File: src/rtl/spi_pkg.sv
// Shared constants for the SPI peripheral front end.
// Contents: FSM state encodings, frame counter width, default parameter values.
// The frame counter width is only used when SPI_FRAME_CNT_EN is defined.
package spi_pkg;

    localparam int unsigned DEF_WIDTH           = 8;
    localparam int unsigned DEF_SYNC_STAGES     = 2;
    localparam int unsigned DEF_DEBOUNCE_CYCLES = 3;
    localparam int unsigned FRAME_CNT_W         = 16;

    localparam logic [0:0] ST_IDLE   = 1'b0;
    localparam logic [0:0] ST_ACTIVE = 1'b1;

endpackage

File: src/rtl/spi_input_conditioner.sv
// Per-pin conditioner: synchroniser chain followed by a stability counter.
// Ports:
//   clk, reset   system clock, synchronous active-high reset
//   raw          asynchronous pin input
//   conditioned  debounced level (RESET_LEVEL out of reset)
//   rise, fall   1-cycle pulses, asserted in the cycle the level changes
module spi_input_conditioner
    import spi_pkg::*;
#(
    parameter int unsigned SYNC_STAGES     = DEF_SYNC_STAGES,
    parameter int unsigned DEBOUNCE_CYCLES = DEF_DEBOUNCE_CYCLES,
    parameter logic        RESET_LEVEL     = 1'b0
) (
    input  logic clk,
    input  logic reset,
    input  logic raw,
    output logic conditioned,
    output logic rise,
    output logic fall
);

    localparam int unsigned CNT_W = (DEBOUNCE_CYCLES > 1) ? $clog2(DEBOUNCE_CYCLES) : 1;
    localparam logic [CNT_W-1:0] CNT_LAST = CNT_W'(DEBOUNCE_CYCLES - 1);

    logic [SYNC_STAGES-1:0] sync_q;
    logic [CNT_W-1:0]       stable_cnt_q;
    logic                   synced;

    assign synced = sync_q[SYNC_STAGES-1];

    // Level follows the synced input only after DEBOUNCE_CYCLES consecutive
    // differing samples; any return to the current level restarts the count.
    always_ff @(posedge clk) begin
        if (reset) begin
            sync_q       <= {SYNC_STAGES{RESET_LEVEL}};
            stable_cnt_q <= '0;
            conditioned  <= RESET_LEVEL;
            rise         <= 1'b0;
            fall         <= 1'b0;
        end else begin
            sync_q <= {sync_q[SYNC_STAGES-2:0], raw};
            rise   <= 1'b0;
            fall   <= 1'b0;
            if (synced == conditioned) begin
                stable_cnt_q <= '0;
            end else if (stable_cnt_q == CNT_LAST) begin
                conditioned  <= synced;
                rise         <= synced;
                fall         <= ~synced;
                stable_cnt_q <= '0;
            end else begin
                stable_cnt_q <= stable_cnt_q + 1'b1;
            end
        end
    end

endmodule

File: src/rtl/spi_peripheral_frontend.sv
// SPI peripheral datapath (CPHA=0): conditions SCLK/CS_N/MOSI, shifts WIDTH-bit
// frames in and out, and hands received words to the register file.
// Ports:
//   clk, reset              system clock, synchronous active-high reset
//   sclk_raw/cs_n_raw/mosi_raw  unsynchronised pins
//   load_req, load_data     load next tx word (accepted only in IDLE)
//   load_drop               1-cycle pulse when load_req was ignored
//   miso                    MSB of the shift register
//   rx_data, rx_valid       last complete frame and its 1-cycle strobe
//   busy                    high while a cs_n-framed transfer is active
//   frame_count             completed frames, present only with SPI_FRAME_CNT_EN
// Build option: define SPI_FRAME_CNT_EN to add the 16-bit frame counter port.
module spi_peripheral_frontend
    import spi_pkg::*;
#(
    parameter int unsigned WIDTH           = DEF_WIDTH,
    parameter int unsigned SYNC_STAGES     = DEF_SYNC_STAGES,
    parameter int unsigned DEBOUNCE_CYCLES = DEF_DEBOUNCE_CYCLES,
    parameter logic        CPOL            = 1'b0
) (
    input  logic             clk,
    input  logic             reset,
    input  logic             sclk_raw,
    input  logic             cs_n_raw,
    input  logic             mosi_raw,
    input  logic             load_req,
    input  logic [WIDTH-1:0] load_data,
    output logic             load_drop,
    output logic             miso,
    output logic [WIDTH-1:0] rx_data,
    output logic             rx_valid,
    output logic             busy
`ifdef SPI_FRAME_CNT_EN
    ,
    output logic [FRAME_CNT_W-1:0] frame_count
`endif
);

    localparam int unsigned CNT_W = $clog2(WIDTH);
    localparam logic [CNT_W-1:0] LAST_BIT = CNT_W'(WIDTH - 1);

    logic sclk_c, sclk_rise, sclk_fall;
    logic cs_n_c, cs_n_rise, cs_n_fall;
    logic mosi_c, mosi_rise, mosi_fall;
    logic lead, trail;
    logic unused_pins;

    logic [0:0]       state_q, state_d;
    logic [CNT_W-1:0] bit_cnt_q, bit_cnt_d;
    logic [WIDTH-1:0] shift_q, shift_d;
    logic             mosi_bit_q, mosi_bit_d;
    logic [WIDTH-1:0] rx_data_d;
    logic             rx_valid_d, load_drop_d;

    spi_input_conditioner #(
        .SYNC_STAGES(SYNC_STAGES), .DEBOUNCE_CYCLES(DEBOUNCE_CYCLES), .RESET_LEVEL(CPOL)
    ) u_sclk (
        .clk(clk), .reset(reset), .raw(sclk_raw),
        .conditioned(sclk_c), .rise(sclk_rise), .fall(sclk_fall)
    );

    spi_input_conditioner #(
        .SYNC_STAGES(SYNC_STAGES), .DEBOUNCE_CYCLES(DEBOUNCE_CYCLES), .RESET_LEVEL(1'b1)
    ) u_cs_n (
        .clk(clk), .reset(reset), .raw(cs_n_raw),
        .conditioned(cs_n_c), .rise(cs_n_rise), .fall(cs_n_fall)
    );

    spi_input_conditioner #(
        .SYNC_STAGES(SYNC_STAGES), .DEBOUNCE_CYCLES(DEBOUNCE_CYCLES), .RESET_LEVEL(1'b0)
    ) u_mosi (
        .clk(clk), .reset(reset), .raw(mosi_raw),
        .conditioned(mosi_c), .rise(mosi_rise), .fall(mosi_fall)
    );

    // Only edges of sclk/cs_n and the level of mosi drive the datapath.
    assign unused_pins = &{1'b0, sclk_c, cs_n_c, mosi_rise, mosi_fall};

    assign lead  = CPOL ? sclk_fall : sclk_rise;
    assign trail = CPOL ? sclk_rise : sclk_fall;
    assign miso  = shift_q[WIDTH-1];

    // Next-state and datapath decode; a cs_n rise overrides any same-cycle SCLK edge.
    always_comb begin
        state_d     = state_q;
        bit_cnt_d   = bit_cnt_q;
        shift_d     = shift_q;
        mosi_bit_d  = mosi_bit_q;
        rx_data_d   = rx_data;
        rx_valid_d  = 1'b0;
        load_drop_d = 1'b0;
        case (state_q)
            ST_IDLE: begin
                bit_cnt_d = '0;
                if (load_req) shift_d = load_data;
                if (cs_n_fall) state_d = ST_ACTIVE;
            end
            ST_ACTIVE: begin
                if (load_req) load_drop_d = 1'b1;
                if (cs_n_rise) begin
                    state_d   = ST_IDLE;
                    bit_cnt_d = '0;
                end else begin
                    if (lead) begin
                        mosi_bit_d = mosi_c;
                        if (bit_cnt_q == LAST_BIT) begin
                            bit_cnt_d  = '0;
                            rx_data_d  = {shift_q[WIDTH-2:0], mosi_c};
                            rx_valid_d = 1'b1;
                        end else begin
                            bit_cnt_d = bit_cnt_q + 1'b1;
                        end
                    end
                    if (trail) shift_d = {shift_q[WIDTH-2:0], mosi_bit_q};
                end
            end
            default: state_d = ST_IDLE;
        endcase
    end

    // State and registered outputs.
    always_ff @(posedge clk) begin
        if (reset) begin
            state_q    <= ST_IDLE;
            bit_cnt_q  <= '0;
            shift_q    <= '0;
            mosi_bit_q <= 1'b0;
            rx_data    <= '0;
            rx_valid   <= 1'b0;
            load_drop  <= 1'b0;
            busy       <= 1'b0;
        end else begin
            state_q    <= state_d;
            bit_cnt_q  <= bit_cnt_d;
            shift_q    <= shift_d;
            mosi_bit_q <= mosi_bit_d;
            rx_data    <= rx_data_d;
            rx_valid   <= rx_valid_d;
            load_drop  <= load_drop_d;
            busy       <= (state_d == ST_ACTIVE);
        end
    end

`ifdef SPI_FRAME_CNT_EN
    // Completed-frame counter, wraps naturally at 2^FRAME_CNT_W.
    always_ff @(posedge clk) begin
        if (reset) begin
            frame_count <= '0;
        end else if (rx_valid_d) begin
            frame_count <= frame_count + 1'b1;
        end
    end
`endif

endmodule

File: config.mk
export PLATFORM = sky130hd
export DESIGN_NAME = spi_peripheral_frontend
export DESIGN_NICKNAME = d
export VERILOG_FILES = /design/src/rtl/spi_pkg.sv /design/src/rtl/spi_input_conditioner.sv /design/src/rtl/spi_peripheral_frontend.sv
export SDC_FILE = /design/constraint.sdc
export NUM_CORES = 1
export LEC_CHECK = 0
export CORE_MARGIN = 5
export CORE_UTILIZATION = 40
export DETAILED_ROUTE_END_ITERATION = 10
export PLACE_DENSITY_LB_ADDON = 0.12
export SETUP_SLACK_MARGIN = 0.4
export SLEW_MARGIN = 20
export SYNTH_ARGS = -nofsm -noshare
export SYNTH_HDL_FRONTEND = slang
export SYNTH_HIERARCHICAL = 1
export SYNTH_SLANG_ARGS = --single-unit
File: constraint.sdc
create_clock -name clk -period 1.44 [get_ports clk]
set_input_delay 0.288 -clock clk [delete_from_list [all_inputs] [get_ports clk]]
set_output_delay 0.288 -clock clk [all_outputs]
set_load 0.01 [all_outputs]
# After elaboration in Yosys (flattened, before gate mapping)
# Index checks and enable logic that the tools add are counted.
# op_classes
n_bitwise	10
eq_ne	11
reduce_logical	13
addsub	4
n_mux	13
# ops
operator	count
$mux 8	3
$pmux 8 s2	1
$reduce_or 3->1	5
$not 1->1	10
$mux 3	3
$add 2x1->2 const B	3
$eq 2x2->1 const B	3
$pmux 3 s2	1
$reduce_and 2->1	3
$reduce_and 3->1	2
$mux 1	4
$ne 2x2->1 const B	2
$reduce_and 4->1	1
$reduce_or 4->1	1
$add 3x1->3 const B	1
$eq 1x1->1	3
$eq 3x3->1 const B	1
$ne 3x1->1 const B	1
$ne 2x1->1 const B	1
$pmux 1 s2	1
$reduce_or 2->1	1
# totals
reg_bits	42
input_bits	14
elab_cells	71
output_inout_bits	12

# Depth between registers and ports, before layout
# Gate-level depths: netlist of the first run.
# depth
depth_word	5
depth_mapped	6
mapped_depth_nobuf	5

# By module
# Netlist of the first run, hierarchy kept.
# modules_own_cells
module	cells_each	seq_area_each_um2	area_per_inst_um2	instances
spi_peripheral_frontend	104	460.4	964.7	1
spi_input_conditioner (u_mosi ...)	18	140.1	229.0	2
spi_input_conditioner (u_cs_n)	18	140.1	231.5	1

# Least setup slack after synthesis of the first run
# OpenSTA, ideal clock, no wires.
# synth_timing
path_type	register -> register
startpoint	reg bit_cnt_q[0]
endpoint	reg rx_data[7]
n_path_buf	1
t_required_ps	1309
slack_ps	176
period_less_slack_ps	1264
stages_incl_launch_ff	7
setup_ps	131
arrival_time_ps	1133
path_cell_list	dfxtp_1 > ha_1 > ha_1 > and4b_1 > buf_4 > nand2_1 > a21oi_2
# synth_via
elab_chain_len	2
# synth_rtl
element	line	text
start: declaration	spi_peripheral_frontend.sv:49	logic [CNT_W-1:0] bit_cnt_q, bit_cnt_d;
start signal: assignment	spi_peripheral_frontend.sv:134	bit_cnt_q <= bit_cnt_d;
$eq 3x3->1	spi_peripheral_frontend.sv:106	if (bit_cnt_q == LAST_BIT) begin
$reduce_and 4->1 (no source line)	--	
end signal: assignment	spi_peripheral_frontend.sv:137	rx_data <= rx_data_d;
end: declaration	spi_peripheral_frontend.sv:30	output logic [WIDTH-1:0] rx_data,
# No other way between the ends.
# A chain may end at the register's enable or synchronous reset.

# Final worst setup path of the first run
# layout_timing
startpoint	reg bit_cnt_q[0]
endpoint	reg rx_data[4]
# Same word-level chain as after synthesis.

==> results of run 1 <==
what timing repair did:
action / in CTS / in global routing
gates cloned: 1 / 0
pin swaps: 18 / 14
setup endpoints to repair: 35 / 35
gates resized for setup: 68 / 26
setup buffers: 3 / 2
critical path, stage by stage (launching register included):
cell and delay [ps]:
dfxtp_2 360, ha_4 140, ha_4 140, and4b_4 310, nand2_2 80, a21oi_2 130
registers in the layout, summed over array words and instances, names as in the netlist:
register / count
rx_data: 8
shift_q: 8
bit_cnt_q: 3
u_cs_n/stable_cnt_q: 2
u_cs_n/sync_q: 2
u_mosi/stable_cnt_q: 2
u_mosi/sync_q: 2
u_sclk/stable_cnt_q: 2
u_sclk/sync_q: 2
load_drop: 1
mosi_bit_q: 1
rx_valid: 1
state_q: 1
u_cs_n/conditioned: 1
u_cs_n/fall: 1
u_cs_n/rise: 1
u_mosi/conditioned: 1
u_sclk/conditioned: 1
u_sclk/fall: 1
u_sclk/rise: 1
layout by cell type (no fill, tap or decap), drive strengths merged, types with 3 or more instances in the layout:
cell type / count
nor3: 3
nor4: 6
xnor2: 3
nor2b: 6
ha: 5
clkdlybuf4s50: 11
nand2: 17
nand3: 8
dfxtp: 42
clkbuf: 7
mux2i: 4
a21oi: 19
buf: 20
nand2b: 3
inv: 4
nor2: 4
and4bb: 4
a22oi: 8
routing by layer:
metal  GRT usage [%]  routed length [um]
met1           15.01                1471
met2           23.63                1807
met3           4.408                 181
met4           6.967                  97
met5               0                   0
per-stage QoR:
step	total power [mW]	setup TNS [ps]	hold WS, ps	utilization [%]	area, um^2
after floorplan	1.283	0	359.6	-	1667
after global placement	1.353	0	394.9	50.38	1972
after detailed placement	1.360	-118.4	402.4	50.38	1972
after CTS	2.140	0	392.0	55.02	2153
after global routing	2.221	0	418.3	57.42	2247
final	2.118	0	407.0	57.42	2247
area by class of cell:
| cell class | instances | area [um^2] | area share, % |
|---|---|---|---|
| repair buffers | 35 | 389.1 | 17.32 |
| clock buffers | 7 | 86.33 | 3.842 |
| inverters | 4 | 15.01 | 0.6682 |
| clock inverters | 1 | 5.005 | 0.2227 |
| flip-flops and latches | 42 | 860.8 | 38.31 |
| multi-input cells | 100 | 828.3 | 36.86 |
| well taps | 50 | 62.56 | 2.784 |
worst paths after layout:
check / to / slack, ps / depth (start not counted)
hold / removal: load_drop / 410 / 3
setup / recovery: rx_data[4] / 220 / 5
hold reg to reg: u_cs_n/stable_cnt_q[0] / 410 / 1
setup reg to reg: rx_data[4] / 220 / 5
power by group:
group | leakage (nW) | internal [mW] | switching (mW)
Clock | 0.0482 | 0.387 | 0.377
Sequential | 0.349 | 1.18 | 0.0221
Combinational | 0.416 | 0.0892 | 0.0604
Total | 0.813 | 1.66 | 0.460
==> metrics.md, run 1 <==
| Metric | Value |
|---|---|
| Hold_sp | load_req |
| Pre-CTS setup slack | -37.89 ps |
| Class of the tightest hold or removal check | input port to flop |
| Period utilisation layout | 85.04% |
| ANT nets after route | 0 |
| Initial antenna violation count | 0 |
| R2R Path Start | bit_cnt_q[0] |
| Routed vias/inst | approximately 5.1 |
| Drt first pass iters | 4 |
| Fin. max-slew vios | 0 |
| Worst-Skew Late Latency | 290 ps |
| Lkg Pwr | just over 0.8 nW |
| Fillcell total | 349 |
| Actual slew at the worst max-slew pin | 343.2 ps |
| Die span in x | about 73 um |
| Diode count | 0 |
| Num rows | 23 |
| Largest net degree at the start of global routing | 20 |
| # IOs | 26 |
| Crit. End Element | flop |
| Initial Utilization | 40.60% |
| CTS H-tree lvls | 2 |
| Post-Syn Nets | about 170 |
| Endpoints failing setup | 0 |
| Relative slew slack | 77.05% |
| DP Cell Count | 225 |
| Vias in the first global route | around 1200 |
| Die height | 73.03 um |
| Final wirelength | 3557 um |
| Final setup margin | approximately 220 ps |
| CTS tree | yes |
| RSZ-0062 raised after global routing | yes |
| Data arrival time of the worst path | 1450 ps |
| First-pass GRT wire length | 5699 um |
| Worst-path fanout max | 8 |
| Wirelength per Cell | 14.88 um |
| GRT Util Overall | 13.75% |
| Req. time, crit path | 1670 ps |
| Routed via count | roughly 1200 |
| CTS Hold Bufs | 0 |
| Status | complete, no violations |
| Worst VDD drop | roughly 0.00076 V |
| Core box area | about 4000 um^2 |
| Setup Skew | around 4.0 ps |
| DP HPWL | approximately 2300 um |
| Max Freq | approximately 820 MHz |
| Cell Area, Synth | 1589 um^2 |
| Pwr per Cell Area | 942.4 nW/um^2 |
| Final std cells w/o fill | 239 |
| Clock sink total | 42 |
| Net count, final | approximately 210 |
| Worst Setup SP | bit_cnt_q[0] |
| Die ar. | 5333 um^2 |
| Clock Tree Root | clkbuf_8 |
| Clk buf depth | 2 |
| Layout area overhead | 41.42% |
| Synth Instances | between 150 and 200 |
| DRC viols | 0 |
| Startpoint types | flop |
| Placer's final routability congestion estimate | 0.7534 |
| Maxcap violations | 0 |
| Hold Violations, Final | 0 |
| Warnings, synthesis | 6 |
| Clk pin slew, worst setup/hold paths | 80 ps |
| Share of cells above drive strength 1 | 46.03% |
| PortBufs | 25 |
| Initial DRC Count | 56 |
| Tmin final | 1225 ps |
| GRT overflow | 0 |
| CTS buffer count | 5 |
| CP Class | flop to flop |
| Syn Area/Cell | 10.32 um^2 |
Power figures use the tool's default switching activity.
==> inputs of run 2 (changes only) <==
- SLEW_MARGIN: 20 -> unset
==> results of run 2 <==
Same layout as run 1: the final DEF is identical, and so are final timing and power.
==> inputs of run 3 (changes only) <==
- GPL_ROUTABILITY_DRIVEN: unset -> 0
==> results of run 3 <==
Same layout as run 1: the final DEF is identical, and so are final timing and power.
